## src/rtl/synaptic_current_accumulator_if.sv

```systemverilog
// Request/response bundle between a spike requester and the synaptic current accumulator.
// The requester owns start, spikes and weights; the accumulator owns status and result.
interface synaptic_current_accumulator_if #(
  parameter int M  = 24,
  parameter int W  = 8,
  parameter int OW = 8
);
  logic              start;
  logic [M-1:0]      input_spikes;
  logic [M*W-1:0]    weights;
  logic              busy;
  logic              done;
  logic [OW-1:0]     input_current;
  logic              saturated;

  modport master (
    output start, input_spikes, weights,
    input  busy, done, input_current, saturated
  );

  modport slave (
    input  start, input_spikes, weights,
    output busy, done, input_current, saturated
  );
endinterface

```

## src/rtl/synaptic_current_accumulator.sv

```systemverilog
// Gated signed weight accumulation over M synapses, P lanes per cycle,
// with a saturated OW-bit result and a one-cycle done pulse.
module synaptic_current_accumulator #(
  parameter int M  = 24,
  parameter int W  = 8,
  parameter int P  = 4,
  parameter int OW = 8
) (
  input  logic clk,
  input  logic reset,
  synaptic_current_accumulator_if.slave bus
);

  localparam int AW = W + $clog2(M) + 1;
  localparam int N  = (M + P - 1) / P;
  localparam int CW = (N > 1) ? $clog2(N) : 1;

  localparam logic [CW-1:0]        LAST  = CW'(N - 1);
  localparam logic signed [AW-1:0] MAX_V = {{(AW-OW+1){1'b0}}, {(OW-1){1'b1}}};
  localparam logic signed [AW-1:0] MIN_V = {{(AW-OW+1){1'b1}}, {(OW-1){1'b0}}};

  typedef enum logic [1:0] {
    IDLE,
    ACCUM,
    DONE
  } state_e;

  state_e                 state_q, state_d;
  logic [M-1:0]           spikes_q, spikes_d;
  logic signed [AW-1:0]   acc_q, acc_d;
  logic [CW-1:0]          cnt_q, cnt_d;
  logic                   busy_q, busy_d;
  logic                   done_q, done_d;
  logic                   sat_q, sat_d;
  logic [OW-1:0]          cur_q, cur_d;

  // Zero padding to a whole number of chunks masks the lanes past M.
  logic [N*P-1:0]         spikes_pad;
  logic [N*P*W-1:0]       weights_pad;
  logic [P-1:0]           lane_spk;
  logic [P*W-1:0]         lane_w;
  logic signed [AW-1:0]   chunk_sum;
  logic signed [AW-1:0]   acc_next;
  logic                   over, under;

  always_comb begin
    spikes_pad            = '0;
    spikes_pad[M-1:0]     = spikes_q;
    weights_pad           = '0;
    weights_pad[M*W-1:0]  = bus.weights;
  end

  // Weights are read live each ACCUM cycle; the requester holds them stable while busy.
  always_comb begin
    lane_spk  = P'(spikes_pad >> (cnt_q * P));
    lane_w    = (P*W)'(weights_pad >> (cnt_q * P * W));
    chunk_sum = '0;
    for (int unsigned j = 0; j < P; j++) begin
      if (lane_spk[j]) begin
        chunk_sum = chunk_sum + {{(AW-W){lane_w[j*W+W-1]}}, lane_w[j*W +: W]};
      end
    end
    acc_next = acc_q + chunk_sum;
    over     = (acc_next > MAX_V);
    under    = (acc_next < MIN_V);
  end

  always_comb begin
    state_d  = state_q;
    spikes_d = spikes_q;
    acc_d    = acc_q;
    cnt_d    = cnt_q;
    busy_d   = busy_q;
    done_d   = 1'b0;
    sat_d    = sat_q;
    cur_d    = cur_q;
    unique case (state_q)
      IDLE: begin
        if (bus.start) begin
          state_d  = ACCUM;
          spikes_d = bus.input_spikes;
          acc_d    = '0;
          cnt_d    = '0;
          busy_d   = 1'b1;
        end
      end
      ACCUM: begin
        acc_d = acc_next;
        cnt_d = cnt_q + CW'(1);
        if (cnt_q == LAST) begin
          state_d = DONE;
          cnt_d   = '0;
          done_d  = 1'b1;
          sat_d   = over | under;
          if (over) begin
            cur_d = MAX_V[OW-1:0];
          end else if (under) begin
            cur_d = MIN_V[OW-1:0];
          end else begin
            cur_d = acc_next[OW-1:0];
          end
        end
      end
      DONE: begin
        state_d = IDLE;
        busy_d  = 1'b0;
      end
      default: begin
        state_d = IDLE;
        busy_d  = 1'b0;
      end
    endcase
  end

  always_ff @(posedge clk or posedge reset) begin
    if (reset) begin
      state_q  <= IDLE;
      spikes_q <= '0;
      acc_q    <= '0;
      cnt_q    <= '0;
      busy_q   <= 1'b0;
      done_q   <= 1'b0;
      sat_q    <= 1'b0;
      cur_q    <= '0;
    end else begin
      state_q  <= state_d;
      spikes_q <= spikes_d;
      acc_q    <= acc_d;
      cnt_q    <= cnt_d;
      busy_q   <= busy_d;
      done_q   <= done_d;
      sat_q    <= sat_d;
      cur_q    <= cur_d;
    end
  end

  assign bus.busy          = busy_q;
  assign bus.done          = done_q;
  assign bus.input_current = cur_q;
  assign bus.saturated     = sat_q;

endmodule

```

## src/flat_wrapper.sv

```systemverilog
// flat-port wrapper written by rule: the top's interface ports become plain ports
module synaptic_current_accumulator_flat 
#(
  parameter int M  = 24,
  parameter int W  = 8,
  parameter int P  = 4,
  parameter int OW = 8
)
  (clk, reset, bus_start, bus_input_spikes, bus_weights, bus_busy, bus_done, bus_input_current, bus_saturated);
  synaptic_current_accumulator_if #(.M(M), .W(W), .OW(OW)) bus_i ();
  input  logic clk;
  input  logic reset;
  input wire logic [$bits(bus_i.start)-1:0] bus_start;
  input wire logic [$bits(bus_i.input_spikes)-1:0] bus_input_spikes;
  input wire logic [$bits(bus_i.weights)-1:0] bus_weights;
  output wire logic [$bits(bus_i.busy)-1:0] bus_busy;
  output wire logic [$bits(bus_i.done)-1:0] bus_done;
  output wire logic [$bits(bus_i.input_current)-1:0] bus_input_current;
  output wire logic [$bits(bus_i.saturated)-1:0] bus_saturated;
  assign bus_i.start = bus_start;
  assign bus_i.input_spikes = bus_input_spikes;
  assign bus_i.weights = bus_weights;
  assign bus_busy = bus_i.busy;
  assign bus_done = bus_i.done;
  assign bus_input_current = bus_i.input_current;
  assign bus_saturated = bus_i.saturated;
  synaptic_current_accumulator #(.M(M), .W(W), .P(P), .OW(OW)) u_core (.clk(clk), .reset(reset), .bus(bus_i));
endmodule
```

## config.mk

```make
export PLATFORM = sky130hd
export DESIGN_NAME = synaptic_current_accumulator_flat
export DESIGN_NICKNAME = d
export VERILOG_FILES = /design/src/rtl/synaptic_current_accumulator_if.sv /design/src/rtl/synaptic_current_accumulator.sv /design/src/flat_wrapper.sv
export SDC_FILE = /design/constraint.sdc
export NUM_CORES = 1
export LEC_CHECK = 0
export CORE_UTILIZATION = 40
export CTS_CLUSTER_SIZE = 10
export DETAILED_ROUTE_END_ITERATION = 6
export PLACE_DENSITY_LB_ADDON = 0.2
export SYNTH_ARGS = -nofsm -noshare
export SYNTH_HDL_FRONTEND = slang
export SYNTH_SLANG_ARGS = --single-unit
export TNS_END_PERCENT = 10
```

## constraint.sdc

```tcl
create_clock -name clk -period 13 [get_ports clk]
set_clock_uncertainty 0.05 [all_clocks]
set_input_delay 3.9 -clock clk [delete_from_list [all_inputs] [get_ports clk]]
set_output_delay 3.9 -clock clk [all_outputs]
set_load 0.02 [all_outputs]
```

Word level (Yosys, flattened, before mapping)
Cells that the tools add are included.
{"block": "totals", "register_bits": 54, "in_bits": 219, "output_inout_bits": 11}
{"block": "classes", "n_shift": 2, "eq_ne": 4, "n_mux": 18, "order_cmp": 2, "addsub": 5, "reduce_logical": 7, "n_bitwise": 2}
{"operator": "192-bit by 8-bit right shift with 32-bit output", "n": 1}
{"operator": "14-bit two-way mux", "n": 5}
{"operator": "14-bit adder", "n": 4}
{"operator": "14-bit case mux with 2 select lines", "n": 1}
{"operator": "24-bit by 5-bit right shift with 4-bit output", "n": 1}
{"operator": "8-bit two-way mux", "n": 2}
{"operator": "14-bit by 8-bit greater-than comparator with 1-bit output, second input constant", "n": 1}
{"operator": "14-bit by 8-bit less-than comparator with 1-bit output, second input constant", "n": 1}
{"operator": "2-bit AND reduction", "n": 5}
{"operator": "3-bit two-way mux", "n": 2}
{"operator": "3-bit case mux with 2 select lines", "n": 1}
{"operator": "2-bit two-way mux", "n": 2}
{"operator": "2-bit case mux with 2 select lines", "n": 1}
{"operator": "3-bit by 1-bit adder with 3-bit output, second input constant", "n": 1}
{"operator": "3-bit == test, second input constant", "n": 1}
{"operator": "1-bit two-way mux", "n": 3}
{"operator": "2-bit by 1-bit == test with 1-bit output, second input constant", "n": 1}
{"operator": "2-bit logical NOT", "n": 1}
{"operator": "2-bit by 1-bit inequality test with 1-bit output, second input constant", "n": 1}
{"operator": "2-bit inequality test, second input constant", "n": 1}
{"operator": "1-bit case mux with 2 select lines", "n": 1}
{"operator": "2-bit nonzero test", "n": 1}
{"operator": "1-bit NOT", "n": 1}
{"operator": "1-bit OR", "n": 1}

Depth between registers and ports, before layout
Gate-level depths: netlist (run 1).
{"block": "logic_depth", "word_depth": 12, "mapped_depth": 45, "ltp_nobuf": 40}

Least setup slack after synthesis (run 1)
No wires, ideal clock.
{"block": "synth_path", "kind": "input to register", "start": "input bus_weights[96]", "end": "register u_core.cur_q[5], in the netlist u_core.bus.input_current[5]", "path_slack_ns": 2.322, "arrival_ns": 10.495, "required_time_ns": 12.817, "setup_ns": 0.133, "cell_stages": 34, "path_cell_list": "mux4_2 a21oi_1 nor2_1 ha_1 inv_1 fa_1 o21ai_0 ha_1 a21o_1 a21o_1 a31o_2 a21oi_1 xnor2_1 mux2_2 ha_1 nor2_1 nor2_1 a31oi_1 nor2b_1 or2_2 a41oi_1 xor2_1 nor2_1 a31oi_1 o21ai_0 ha_1 o21ai_0 nand3b_1 o21ai_0 a211oi_1 nand2_1 or4b_1 a21oi_1 a21oi_1"}
{"block": "synth_between", "elab_chain_cells": 12, "elab_cells_between_ends": 13, "classes_between": "4 x add/sub; 2 x order compare; 1 x shift; 6 x mux"}
{"element": "start, declared", "line": "flat_wrapper.sv:15", "rtl": "input wire logic [$bits(bus_i.weights)-1:0] bus_weights;"}
{"element": "192-bit by 8-bit right shift with 32-bit output *", "line": "synaptic_current_accumulator.sv:56", "rtl": "lane_w = (P*W)'(weights_pad >> (cnt_q * P * W));"}
{"element": "14-bit two-way mux *", "line": "synaptic_current_accumulator.sv:59", "rtl": "if (lane_spk[j]) begin"}
{"element": "14-bit adder", "line": "synaptic_current_accumulator.sv:60", "rtl": "chunk_sum = chunk_sum + {{(AW-W){lane_w[j*W+W-1]}}, lane_w[j*W +: W]};"}
{"element": "14-bit two-way mux *", "line": "synaptic_current_accumulator.sv:59"}
{"element": "14-bit adder", "line": "synaptic_current_accumulator.sv:60"}
{"element": "14-bit two-way mux *", "line": "synaptic_current_accumulator.sv:59"}
{"element": "14-bit adder", "line": "synaptic_current_accumulator.sv:60"}
{"element": "14-bit two-way mux *", "line": "synaptic_current_accumulator.sv:59"}
{"element": "14-bit adder *", "line": "synaptic_current_accumulator.sv:63", "rtl": "acc_next = acc_q + chunk_sum;"}
{"element": "14-bit by 8-bit less-than comparator with 1-bit output", "line": "synaptic_current_accumulator.sv:65", "rtl": "under = (acc_next < MIN_V);"}
{"element": "8-bit two-way mux", "line": "synaptic_current_accumulator.sv:97", "rtl": "end else if (under) begin"}
{"element": "8-bit two-way mux *", "line": "synaptic_current_accumulator.sv:95", "rtl": "if (over) begin"}
{"element": "end signal, assigned", "line": "synaptic_current_accumulator.sv:133", "rtl": "cur_q <= cur_d;"}
{"element": "end, declared", "line": "synaptic_current_accumulator.sv:35", "rtl": "logic [OW-1:0] cur_q, cur_d;"}
Every way passes the cells marked *; elsewhere a longest branch is shown, timed or not.
A chain may end at the register's enable or synchronous reset.

Worst setup path after layout (run 1)
{"block": "layout_path", "start": "input bus_weights[104]", "end": "register u_core.cur_q[2], in the netlist u_core.bus.input_current[2]"}
{"block": "layout_between", "elab_chain_cells": 11, "elab_cells_between_ends": 12, "classes_between": "4 x add/sub; 2 x order compare; 1 x shift; 5 x mux"}
{"element": "192-bit by 8-bit right shift with 32-bit output *", "line": "synaptic_current_accumulator.sv:56"}
{"element": "14-bit adder *", "line": "synaptic_current_accumulator.sv:60"}
{"element": "14-bit two-way mux *", "line": "synaptic_current_accumulator.sv:59"}
{"element": "14-bit adder", "line": "synaptic_current_accumulator.sv:60"}
{"element": "14-bit two-way mux *", "line": "synaptic_current_accumulator.sv:59"}
{"element": "14-bit adder", "line": "synaptic_current_accumulator.sv:60"}
{"element": "14-bit two-way mux *", "line": "synaptic_current_accumulator.sv:59"}
{"element": "14-bit adder *", "line": "synaptic_current_accumulator.sv:63"}
{"element": "14-bit by 8-bit less-than comparator with 1-bit output", "line": "synaptic_current_accumulator.sv:65"}
{"element": "8-bit two-way mux", "line": "synaptic_current_accumulator.sv:97"}
{"element": "8-bit two-way mux *", "line": "synaptic_current_accumulator.sv:95"}
Marked as above.

==> flow_summary.ini, run 1 <==
[placed_design]
dp_slack_ns = 0.925
dp_hpwl_mm = 15.1
routabilityCongestion = 0.863
port_buffers = 229
placed_area_mm2 = 0.00876

[yosys]
yosys.area.top_type = dfrtp_1
seq_area_frac_synth_pct = 21.6
ys.flop_type = dfrtp_1
ys_types = 64
synthTopCellsByCount = nand2_1 (70), o21ai_0 (65), dfrtp_1 (54)
synth_area_leaders = dfrtp_1 (22%), mux4_2 (12%), ha_1 (9.6%), mux2_2 (7.2%), mux2i_1 (5.9%)
synth_most_common_cell = nand2_1
synth-edff-count = 0
yosysWarnings = 0
synth_top_area_share_pct = 21.6
async_flop_share_pct = 100
synth_fp_nets = 956
post_synth_inst_count = 685
ys_ff_latch = 54
syn_area_per_cell_um2 = 9.13
syn_area_mm2 = 0.00625

[worst_setup_path]
startpoint = bus_weights[104]
critPathCapture = u_core.bus.input_current[2]$_DFFE_PP0P_
cp.arrival_ns = 11.85
r2r.worst_path.cells = 35
end_kind = flip-flop
rr_endpoint = u_core.bus.input_current[2]$_DFFE_PP0P_
rrSetupSlack_ns = 3.61
cpMostUsedCell = o21ai_0
critical_path_class = in -> reg
crit_fanout = 5
start_kind = primary input
cpPeakStageDelay_ns = 0.60
timing.rr.start = u_core.cnt_q[0]$_DFFE_PP0P_
worstPathRequired_ns = 13.11
cpMaxStageDelayCell = or4b_1

[global_route]
grt_pass1_wl_mm = 30.2
grt_max_degree = 55
antenna_found_initial = 0
grt-ovfl-total = 0
grt.total_usage_pct = 23.5
grt_pass1_vias = 5951

[detailed_routing]
vias = 5931
wire_per_inst_um = 16.9
drt-pass1-iter-count = 5
wl_mm = 18.8
drtIter0Drc = 188
vias_per_cell = 5.34
drc = 0
postRouteAntennaNets = 0

[clock_network]
clkTransAtPathRegs_ns = 0.07
cts_tree = built
cts.sinks = 54
cts_buffers = 5
post_cts_resize_count = 0
cts_setup_buffers = 0
cts.path.max_buffers = 2
hold_buffers = 0
cts_root_buf = clkbuf_16
htree_levels = 2
clock_latency_ns = 0.29

[sta]
slew_violations = 0
fmax_mhz = 85.1
hold_violations = 0
slew_headroom_pct = 32.1
layout_setup_ws_ns = 1.25
worst_pin_slew_ns = 1.01
fin_tns_setup_ns = 0
layout_min_cycle_time_ns = 11.75
rsz0062_at_grt = false
finalSetupViolations = 0
period_share_pct = 90.4

[die]
start_util_pct = 41.0
core_mm2 = 0.0153
die_w_um = 127
die_area_mm2 = 0.0161
rows = 45
io_pins = 230
die_h_um = 127

[run_status]
status = complete, no violations

[final_layout]
final_cell_area_mm2 = 0.00894
n_fill_cell = 1414
final_nets = 1170
final_util_pct = 58.6
drive_gt1_share_pct = 12.8
antenna_cells = 0
syn_to_final_growth_pct = 42.9

[min_path]
holdCritPathClass = reg -> reg
whs_path_depth = 2

[run]
max_cap_viol_count = 0
[sequential cells by signal, summed over array words and instances, names as in the netlist]
name and cells:
u_core.cnt_q 3, u_core.bus.done 1, u_core.bus.busy 1, u_core.state_q 2, u_core.bus.saturated 1, u_core.spikes_pad 24
u_core.bus.input_current 8, u_core.acc_q 14
[worst min-delay path by stage]
stage / from / to
floorplan: u_core.state_q[1]$_DFFE_PP0P_ / u_core.bus.busy$_DFFE_PP0P_
global placement: u_core.bus.input_current[7]$_DFFE_PP0P_ / u_core.bus.input_current[7]$_DFFE_PP0P_
detailed placement: u_core.bus.input_current[7]$_DFFE_PP0P_ / u_core.bus.input_current[7]$_DFFE_PP0P_
CTS: u_core.bus.input_current[7]$_DFFE_PP0P_ / u_core.bus.input_current[7]$_DFFE_PP0P_
global route: u_core.spikes_pad[8]$_DFFE_PP0P_ / u_core.spikes_pad[8]$_DFFE_PP0P_
finish: u_core.bus.input_current[7]$_DFFE_PP0P_ / u_core.bus.input_current[7]$_DFFE_PP0P_
[critical path: cells and delay by family]
family / cells / cell delay [ns]
AO/OA/AOI/OAI: 16 / 3.43
adder cells (fa/ha/maj): 5 / 1.60
AND/OR/NAND/NOR: 8 / 1.43
multiplexers: 2 / 0.75
buffers and inverters: 2 / 0.48
XOR/XNOR: 2 / 0.25
[through the flow]
stage                     hold WS (ns)  cells
after floorplan                  0.389    685
after global placement           0.425   1103
after detailed placement         0.426   1103
after CTS                        0.446   1111
after global routing             0.466   1111
final                            0.444   1111
[placed cells by master, fill, tap and decap left out, drive strengths merged, types with 9 or more instances in the layout]
cell type      Yosys  layout
mux2              40      40
nand2             70      70
o21bai             9       9
mux4              34      34
o21ai             65      65
xor2              14      14
xnor2             25      25
nor2              49      49
dfrtp             54      54
clkdlybuf4s50      0     229
buf               12      12
inv               22      23
mux2i             37      37
a21oi             50      50
o22ai             10      10
nand2b             9       9
a21o              19      19
ha                48      48
[logic make-up (layout without fill, tap and decap cells)]
group / count (synthesis) / count (layout) / share of synthesized area (%)
buffers and inverters: 58 / 273 / 3.82
adders and majority gates: 52 / 52 / 10.9
and+or+nand+nor: 172 / 172 / 12.4
xor gates and xnor gates: 41 / 41 / 6.20
muxes: 111 / 111 / 25.4
DFF: 54 / 54 / 21.6
AOI/OAI and AO/OA: 197 / 197 / 19.7
[final cells by class]
cell class / instances / area (µm²) / area share (%)
Sequential cell: 54 / 1360 / 15.2
Inverter: 24 / 90.1 / 1.01
Clock buffer: 6 / 139 / 1.55
Multi-Input combinational cell: 573 / 4670 / 52.2
Timing Repair Buffer: 241 / 2380 / 26.6
Clock inverter: 2 / 38.8 / 0.434
Tap cell: 211 / 264 / 2.95
[routing by layer]
metal | up-vias | routed length (µm) | track usage [%]
met5 | - | 0 | 0
met4 | 0 | 253 | 5.18
met3 | 16 | 993 | 2.93
met2 | 166 | 9260 | 42.3
met1 | 2777 | 8300 | 29.9
li1 | 2972 | - | -
Power of run 1 is left out: the tool's default activity adds up to more than one toggle a clock period on the data nets, which glitch-free logic cannot reach.
==> run 2: changes to the inputs <==
Settings changed: CTS_CLUSTER_DIAMETER set to 100, RECOVER_POWER set to 25.
==> flow_summary.ini, run 2 (synthesized netlist as in run 1, its figures left out) <==
[final_layout]
final_nets = 1170
final_cell_area_mm2 = 0.00893
final_util_pct = 58.5
layout_common_cells = clkdlybuf4s50_1 (227), nand2_1 (70), o21ai_0 (65), dfrtp_1 (52)
antenna_cells = 0
n_fill_cell = 1415
syn_to_final_growth_pct = 42.8
drive_gt1_share_pct = 12.4
largest_register_ffs = 24
layout_commonest_cell = clkdlybuf4s50_1

[detailed_routing]
wl_mm = 18.8
vias = 5933
drtIter0Drc = 188
postRouteAntennaNets = 0
drt-pass1-iter-count = 5
wire_per_inst_um = 16.9
vias_per_cell = 5.34
drc = 0

[clock_network]
clkTransAtPathRegs_ns = 0.07
cts_setup_buffers = 0
cts_tree = built
cts.path.max_buffers = 2
hold_buffers = 0
cts_buffers = 5
htree_levels = 2
cts.sinks = 54
clock_latency_ns = 0.29
post_cts_resize_count = 0
cts_root_buf = clkbuf_16

[placed_design]
port_buffers = 229
placed_area_mm2 = 0.00876
dp_hpwl_mm = 15.1
routabilityCongestion = 0.863

[worst_setup_path]
timing.rr.start = u_core.cnt_q[1]$_DFFE_PP0P_
cp.arrival_ns = 11.86
crit_fanout = 5
r2r.worst_path.cells = 35
cpPeakStageDelay_ns = 0.60
cpMostUsedCell = o21ai_0
critical_path_class = in -> reg
cpMaxStageDelayCell = or4b_1
worstPathRequired_ns = 13.11
rrSetupSlack_ns = 2.57
crit_family = compound AO/OA/AOI/OAI gates
end_kind = flip-flop
start_kind = primary input
critPathBufInv = 2
rr_endpoint = u_core.bus.input_current[2]$_DFFE_PP0P_

[global_route]
grt.total_usage_pct = 23.5
grt_max_degree = 55
grt_pass1_wl_mm = 30.2
antenna_found_initial = 0
grt_pass1_vias = 5951
grt-ovfl-total = 0

[sta]
layout_min_cycle_time_ns = 11.76
slew_headroom_pct = -89.3
rsz0062_at_grt = false
hold_violations = 0
slew_violations = 98
fin_tns_setup_ns = 0
whs_ns = 0.444
fmax_mhz = 85.1
finalSetupViolations = 0
worst_pin_slew_ns = 2.84
period_share_pct = 90.4

[run_status]
status = complete, but fails checks
violations = max-capacitance violations, max-slew violations

[die]
io_pins = 230
core_mm2 = 0.0153
rows = 45
die_h_um = 127
start_util_pct = 41.0
die_w_um = 127
die_area_mm2 = 0.0161

[run]
max_cap_viol_count = 2

[min_path]
hold_start = u_core.bus.input_current[7]$_DFFE_PP0P_
holdCritPathClass = reg -> reg
holdPathEnd = u_core.bus.input_current[7]$_DFFE_PP0P_
whs_path_depth = 2
## run 2: cell count changes in the layout (fill, tap and decap cells not counted)
| cell | delta |
|---|---|
| buf_4 | -2 |
| clkbuf_1 | +2 |
| clkdlybuf4s50_1 | -2 |
| clkinv_1 | +1 |
| dlygate4sd3_1 | +2 |
| inv_2 | -1 |
## run 2: worst min-delay path, stage by stage (launching register included)
cell and delay, ns:
dfrtp_1 0.35, nand2_1 0.05, o21ai_0 0.06
## run 2: worst max path at each step
stage / start / to / slack (ns) / cells after the start
4_1_cts: bus_weights[72] / u_core.bus.input_current[2]$_DFFE_PP0P_ / 1.21 / 35
2_1_floorplan: bus_weights[96] / u_core.bus.input_current[5]$_DFFE_PP0P_ / 2.32 / 34
3_3_place_gp: bus_weights[104] / u_core.bus.input_current[5]$_DFFE_PP0P_ / 1.08 / 35
6_report: bus_weights[104] / u_core.bus.input_current[2]$_DFFE_PP0P_ / 1.24 / 35
3_5_place_dp: bus_weights[104] / u_core.bus.input_current[2]$_DFFE_PP0P_ / 0.93 / 35
5_1_grt: bus_weights[72] / u_core.bus.input_current[5]$_DFFE_PP0P_ / 0.73 / 35
## run 2: layout make-up
| class | instances | area, µm² | area share (%) |
|---|---|---|---|
| timing repair buffer | 241 | 2370 | 26.6 |
| inverter | 24 | 90.1 | 1.01 |
| tap | 211 | 264 | 2.96 |
| clock inverter | 2 | 38.8 | 0.434 |
| clock buffer | 6 | 139 | 1.55 |
| sequential | 54 | 1360 | 15.2 |
| multi-input combinational | 573 | 4670 | 52.3 |
## run 2: routing by layer
layer  GRT usage, %  vias up  share of wire (%)
met3           2.93       16                5.3
met2           42.3      166                 49
met5              0        -                  0
met4           5.18        0                1.3
met1           29.9     2779                 44
li1               -     2972                  -
## run 2: per-stage QoR
| stage | instances | worst slack [ns] |
|---|---|---|
| global route | 1111 | 0.733 |
| CTS | 1111 | 1.21 |
| finish | 1111 | 1.24 |
| global placement | 1103 | 1.08 |
| detailed placement | 1103 | 0.925 |
| floorplan | 685 | 2.32 |
Power of run 2 is left out for the same reason.
